## src/rtl/la_trigger_capture_buffer_if.sv

```systemverilog
// Capture-control and readout bundle for la_trigger_capture_buffer.
// master drives the stimulus/consumer side, slave is the capture buffer itself.
interface la_trigger_capture_buffer_if #(
   parameter int unsigned CH = 8,
   parameter int unsigned AW = 4
) ();
   logic [CH-1:0] in_data;
   logic          arm;
   logic [CH-1:0] pattern;
   logic [CH-1:0] mask;
   logic          edge_mode;
   logic [AW-1:0] pre_count;
   logic          rd_en;
   logic [CH-1:0] rd_data;
   logic          rd_valid;
   logic [2:0]    state;
   logic          triggered;
   logic [AW-1:0] trig_pos;
   logic          done;

   modport master (
      output in_data, arm, pattern, mask, edge_mode, pre_count, rd_en,
      input  rd_data, rd_valid, state, triggered, trig_pos, done
   );

   modport slave (
      input  in_data, arm, pattern, mask, edge_mode, pre_count, rd_en,
      output rd_data, rd_valid, state, triggered, trig_pos, done
   );
endinterface

```

## src/rtl/la_trigger_capture_buffer.sv

```systemverilog
// Logic-analyzer trigger with a DEPTH-sample circular capture window and oldest-first readout.
// Optional macro LA_TRIG_EDGE_EN adds rising-edge trigger qualification via edge_mode.
module la_trigger_capture_buffer #(
   parameter  int unsigned CH    = 8,
   parameter  int unsigned DEPTH = 16,
   localparam int unsigned AW    = $clog2(DEPTH)
) (
   input logic                   clk,
   input logic                   rst_n,
   la_trigger_capture_buffer_if.slave bus
);

   typedef enum logic [2:0] {
      StIdle  = 3'd0,
      StFill  = 3'd1,
      StArmed = 3'd2,
      StPost  = 3'd3,
      StRead  = 3'd4
   } state_e;

   state_e        state_q, state_d;
   logic [AW-1:0] wr_ptr_q, wr_ptr_d;
   logic [AW-1:0] rd_ptr_q, rd_ptr_d;
   logic [AW-1:0] cnt_q, cnt_d;
   logic [AW-1:0] rd_cnt_q, rd_cnt_d;
   logic [AW-1:0] pre_q, pre_d;
   logic          triggered_q, triggered_d;
   logic          done_q, done_d;
   logic [CH-1:0] sample_q;
   logic [CH-1:0] mem [DEPTH];

   logic match, fire, wr_en;

   assign match = ((sample_q ^ bus.pattern) & bus.mask) == '0;
   assign wr_en = (state_q == StFill) || (state_q == StArmed) || (state_q == StPost);

`ifdef LA_TRIG_EDGE_EN
   logic match_prev_q;

   // Held at 1 outside ARMED so a pattern already present at arming cannot fire.
   always_ff @(posedge clk) begin
      if (!rst_n) begin
         match_prev_q <= 1'b1;
      end else if (state_q != StArmed) begin
         match_prev_q <= 1'b1;
      end else begin
         match_prev_q <= match;
      end
   end

   assign fire = bus.edge_mode ? (match && !match_prev_q) : match;
`else
   logic unused_edge_mode;
   assign unused_edge_mode = bus.edge_mode;
   assign fire = match;
`endif

   always_comb begin
      state_d     = state_q;
      wr_ptr_d    = wr_en ? wr_ptr_q + AW'(1) : wr_ptr_q;
      rd_ptr_d    = rd_ptr_q;
      cnt_d       = cnt_q;
      rd_cnt_d    = rd_cnt_q;
      pre_d       = pre_q;
      triggered_d = triggered_q;
      done_d      = 1'b0;
      unique case (state_q)
         StIdle: begin
            if (bus.arm) begin
               // pre_count is AW bits wide, so it can never exceed DEPTH-1.
               pre_d       = bus.pre_count;
               cnt_d       = bus.pre_count;
               wr_ptr_d    = '0;
               triggered_d = 1'b0;
               state_d     = (bus.pre_count != '0) ? StFill : StArmed;
            end
         end
         StFill: begin
            cnt_d = cnt_q - AW'(1);
            if (cnt_q == AW'(1)) state_d = StArmed;
         end
         StArmed: begin
            if (fire) begin
               triggered_d = 1'b1;
               cnt_d       = AW'(DEPTH - 1) - pre_q;
               if (pre_q == AW'(DEPTH - 1)) begin
                  state_d  = StRead;
                  rd_ptr_d = wr_ptr_q + AW'(1);
                  rd_cnt_d = '0;
               end else begin
                  state_d = StPost;
               end
            end
         end
         StPost: begin
            cnt_d = cnt_q - AW'(1);
            if (cnt_q == AW'(1)) begin
               state_d  = StRead;
               rd_ptr_d = wr_ptr_q + AW'(1);
               rd_cnt_d = '0;
            end
         end
         StRead: begin
            if (bus.rd_en) begin
               rd_ptr_d = rd_ptr_q + AW'(1);
               rd_cnt_d = rd_cnt_q + AW'(1);
               if (rd_cnt_q == AW'(DEPTH - 1)) begin
                  state_d = StIdle;
                  done_d  = 1'b1;
               end
            end
         end
         default: state_d = StIdle;
      endcase
   end

   always_ff @(posedge clk) begin
      if (!rst_n) begin
         state_q     <= StIdle;
         wr_ptr_q    <= '0;
         rd_ptr_q    <= '0;
         cnt_q       <= '0;
         rd_cnt_q    <= '0;
         pre_q       <= '0;
         triggered_q <= 1'b0;
         done_q      <= 1'b0;
         sample_q    <= '0;
      end else begin
         state_q     <= state_d;
         wr_ptr_q    <= wr_ptr_d;
         rd_ptr_q    <= rd_ptr_d;
         cnt_q       <= cnt_d;
         rd_cnt_q    <= rd_cnt_d;
         pre_q       <= pre_d;
         triggered_q <= triggered_d;
         done_q      <= done_d;
         sample_q    <= bus.in_data;
      end
   end

   // Capture storage is intentionally not reset.
   always_ff @(posedge clk) begin
      if (wr_en) mem[wr_ptr_q] <= sample_q;
   end

   assign bus.rd_data   = mem[rd_ptr_q];
   assign bus.rd_valid  = (state_q == StRead);
   assign bus.state     = state_q;
   assign bus.triggered = triggered_q;
   assign bus.trig_pos  = pre_q;
   assign bus.done      = done_q;

endmodule

```

## src/flat_wrapper.sv

```systemverilog
// flat-port wrapper written by rule: the top's interface ports become plain ports
module la_trigger_capture_buffer_flat 
#(
   parameter  int unsigned CH    = 8,
   parameter  int unsigned DEPTH = 16,
   localparam int unsigned AW    = $clog2(DEPTH)
)
  (clk, rst_n, bus_in_data, bus_arm, bus_pattern, bus_mask, bus_edge_mode, bus_pre_count, bus_rd_en, bus_rd_data, bus_rd_valid, bus_state, bus_triggered, bus_trig_pos, bus_done);
  la_trigger_capture_buffer_if #(.CH(CH), .AW((4))) bus_i ();
  input logic clk;
  input logic rst_n;
  input wire logic [$bits(bus_i.in_data)-1:0] bus_in_data;
  input wire logic [$bits(bus_i.arm)-1:0] bus_arm;
  input wire logic [$bits(bus_i.pattern)-1:0] bus_pattern;
  input wire logic [$bits(bus_i.mask)-1:0] bus_mask;
  input wire logic [$bits(bus_i.edge_mode)-1:0] bus_edge_mode;
  input wire logic [$bits(bus_i.pre_count)-1:0] bus_pre_count;
  input wire logic [$bits(bus_i.rd_en)-1:0] bus_rd_en;
  output wire logic [$bits(bus_i.rd_data)-1:0] bus_rd_data;
  output wire logic [$bits(bus_i.rd_valid)-1:0] bus_rd_valid;
  output wire logic [$bits(bus_i.state)-1:0] bus_state;
  output wire logic [$bits(bus_i.triggered)-1:0] bus_triggered;
  output wire logic [$bits(bus_i.trig_pos)-1:0] bus_trig_pos;
  output wire logic [$bits(bus_i.done)-1:0] bus_done;
  assign bus_i.in_data = bus_in_data;
  assign bus_i.arm = bus_arm;
  assign bus_i.pattern = bus_pattern;
  assign bus_i.mask = bus_mask;
  assign bus_i.edge_mode = bus_edge_mode;
  assign bus_i.pre_count = bus_pre_count;
  assign bus_i.rd_en = bus_rd_en;
  assign bus_rd_data = bus_i.rd_data;
  assign bus_rd_valid = bus_i.rd_valid;
  assign bus_state = bus_i.state;
  assign bus_triggered = bus_i.triggered;
  assign bus_trig_pos = bus_i.trig_pos;
  assign bus_done = bus_i.done;
  la_trigger_capture_buffer #(.CH(CH), .DEPTH(DEPTH)) u_core (.clk(clk), .rst_n(rst_n), .bus(bus_i));
endmodule
```

## config.mk

```make
export PLATFORM = sky130hd
export DESIGN_NAME = la_trigger_capture_buffer_flat
export DESIGN_NICKNAME = d
export VERILOG_FILES = /design/src/rtl/la_trigger_capture_buffer_if.sv /design/src/rtl/la_trigger_capture_buffer.sv /design/src/flat_wrapper.sv
export SDC_FILE = /design/constraint.sdc
export NUM_CORES = 1
export LEC_CHECK = 0
export ABC_AREA = 1
export BUFFER_PORTS_ARGS = -buffer_cell sky130_fd_sc_hd__buf_2
export CAP_MARGIN = 20
export CORE_ASPECT_RATIO = 0.6
export CORE_MARGIN = 2
export CORE_UTILIZATION = 27
export DETAILED_ROUTE_END_ITERATION = 8
export PLACE_DENSITY = 0.4
export SKIP_CTS_REPAIR_TIMING = 1
export SYNTH_ARGS = -nofsm -noshare
export SYNTH_HDL_FRONTEND = slang
export SYNTH_SLANG_ARGS = --single-unit
```

## constraint.sdc

```tcl
create_clock -name clk -period 2.15 [get_ports clk]
set_input_delay 0.43 -clock clk [delete_from_list [all_inputs] [get_ports clk]]
set_output_delay 0.43 -clock clk [all_outputs]
set_load 0.02 [all_outputs]
```

==> results.txt <==
Vias per cell: 4.45
CTS buffer count: 17
Cell count after synthesis: 662
Avg Cell Area, Syn: 10.9 um2
Fin crit period: 2400 ps
Max cap viols: 0
Final worst slack: -247 ps
Number of core rows: 46
Placed cells: 1080
Vias in the first global route: 4711
Hold_ws: 181 ps
DIE HEIGHT: 130 um
Vias: 4969
DR WL/cell: 16.4 um
Initial antenna violation count: 0
Die width: 215 um
Measured slew at the worst slew-check pin: 453 ps
Global-route wire length before repair: 27.5 mm
Area growth from synthesis to layout: 21.3%
DRT Pass-1 Iters: 5
RePlAce Congestion: 0.798
I/O pin total: 51
Clock Path Buffers: 2
GRT overflow: 0
Clk_lat worst skew: 430 ps
Final Hold Viols: 0
Nets: 784
Core area: 0.0263 mm2
RSZ-0062 raised after global routing: yes
CTS Root Buffer Type: clkbuf_16
Sw Ratio: 35.2%
Kind of critical path: flop to primary output
Ant. Diodes: 0
Startpoint types: flop
Commonest non-fill, non-tap cell in the layout: edfxtp_1
Combinational share of power: 33.6%
FF/Latch Area: 0.00459 mm2
Synth Cell Area: 0.00719 mm2
Largest net degree at the start of global routing: 38
Sw Pwr: 3600 uW
Post-DP HPWL: 12.5 mm
Setup WS pre-CTS: 143 ps
CP Capture Type: primary output
Period utilisation layout: 112%
Worst hold path type: input port to flop
Int Power: 6620 uW
#FFs+latches synth: 165
CTS HTree Levels: 4
Max IR drop VDD: 0.630 mV
Fillers: 2660
Synth top area share: 53.5%
Worst path slowest cell: dfxtp_4
Failing checks: negative setup slack
Synth area leaders: edfxtp_1 (53%), dfxtp_1 (10%), nand2_1 (4.6%)
WP data required: 1720 ps
Layout cells sized above 1: 19.2%
Yosys cell types: 35
Slew HR: 69.8%
Sequential fraction of the synthesis area: 63.8%
Multi-input logic area: 0.00213 mm2
TritonCTS clock tree: yes
Ratio of total power to cell area: 1170 mW/mm2
Clock Pin Slew Worst Setup and Hold Paths: 70 ps
Final WL: 18.3 mm
Initial core utilization: 27.3%
Antenna viol nets, final: 0
Total power: 10200 uW
Non-filler cells, final: 1116
Slowest Stage Delay on Critical Path: 430 ps
Flop pwr share: 38.1%
Status: finished, violations left
IO buf count: 49
Clock sinks: 165
Clock Skews: 11.0 ps
Most frequent cells in the layout: edfxtp_1 (128), nand2_1 (88), inv_1 (86)
CP arrival: 1970 ps
Yosys warning count: 0
Setup violators final: 8
Syn nets: 703
Tot GR Track Use: 13.4%
Fmax: 417 MHz
DRT iter0 DRCs: 291
Crit-path max FO: 6
Synth area leader: edfxtp_1
Die area: 0.0280 mm2
Slew Viols, Final: 0
Critical Path, Cell by Cell: buf_6, buf_4, mux2i_1, o21ai_1, o211ai_1, nand2_1, buf_2
Clock power frac: 28.3%
Number of remaining DRC errors: 0
P_leak: 0.00332 uW
==> metal layers <==
metal | GRT usage (%) | vias up | part of all wire, %
met2 | 19.4 | 121 | 42
met1 | 19.7 | 2381 | 52
met4 | 4.04 | 0 | 0.86
met5 | 0 | - | 0
met3 | 3.29 | 12 | 5.1
li1 | - | 2455 | -
==> power groups by stage <==
stage	combinational [uW]	clock, uW	sequential, uW
finish	3430	2890	3900
global route	3800	3100	3930
CTS	3180	2970	3910
detailed placement	3160	0	3980
global placement	3140	0	3970
floorplan	2190	0	3930
==> worst paths after layout <==
kind | from | endpoint | slack (ps) | depth (start not counted)
setup reg to reg | u_core.bus.state[0] | u_core.mem[8][7] | 200 | 5
hold reg to reg | u_core.rd_cnt_q[3] | u_core.rd_cnt_q[3] | 490 | 2
hold / removal | bus_in_data[4] | u_core.sample_q[4] | 180 | 3
setup / recovery | flop | bus_rd_data[3] | -250 | 7
==> state kept, by name, summed over array words and instances, names as in the netlist, named ones only <==
signal / count
u_core.mem: 128
u_core.bus.trig_pos: 4
u_core.bus.triggered: 1
u_core.sample_q: 8
u_core.rd_cnt_q: 4
u_core.wr_ptr_q: 4
u_core.bus.state: 3
u_core.cnt_q: 4
u_core.bus.done: 1
u_core.rd_ptr_q: 4
==> Yosys cell counts, drive strengths merged <==
library cell  instances
a211oi                1
a21oi                58
buf                  15
clkbuf               13
clkinv                1
dfxtp                37
edfxtp              128
ha                    8
inv                  89
mux2i                32
nand2                97
nand3                43
nand4                 5
nor2                 41
nor3b                 1
nor4                  1
o211ai               32
o21ai                51
o22ai                 3
or2                   2
xnor2                 2
xor2                  2
==> cells by family (layout without fill, tap and decap cells) <==
logic type / Yosys count / count (layout) / synth area share, %
buf+inv: 118 / 212 / 6.70
mux: 32 / 32 / 4.46
flops: 165 / 165 / 63.8
simple gates: 190 / 190 / 11.6
compound gates: 145 / 145 / 11.6
xor+xnor: 4 / 4 / 0.487
fa+ha+maj: 8 / 8 / 1.39
==> critical path: cells and delay by family, from the launching register on <==
kind            cells  cell delay [ps]
compound gates      2              390
buf+inv             3              460
flops               1              430
mux                 1              160
simple gates        1              100
==> stage by stage <==
step	area [um2]	TNS (ps)	utilization (%)
after floorplan	7190	0	-
after global placement	8060	0	30.6
after detailed placement	8060	0	30.6
after CTS	8620	-2210	32.8
after global routing	8720	-2200	33.2
final	8720	-1280	33.2
==> area by class of cell <==
cell class                 instances  share of cell area, %
tap                              360                   5.17
sequential                       165                   52.6
multi-input combinational        379                   24.5
clock inverter                    14                   1.46
clock buffer                      18                   4.92
timing repair buffer              90                   7.49
inverter                          90                   3.87
Power figures use the tool's default switching activity.
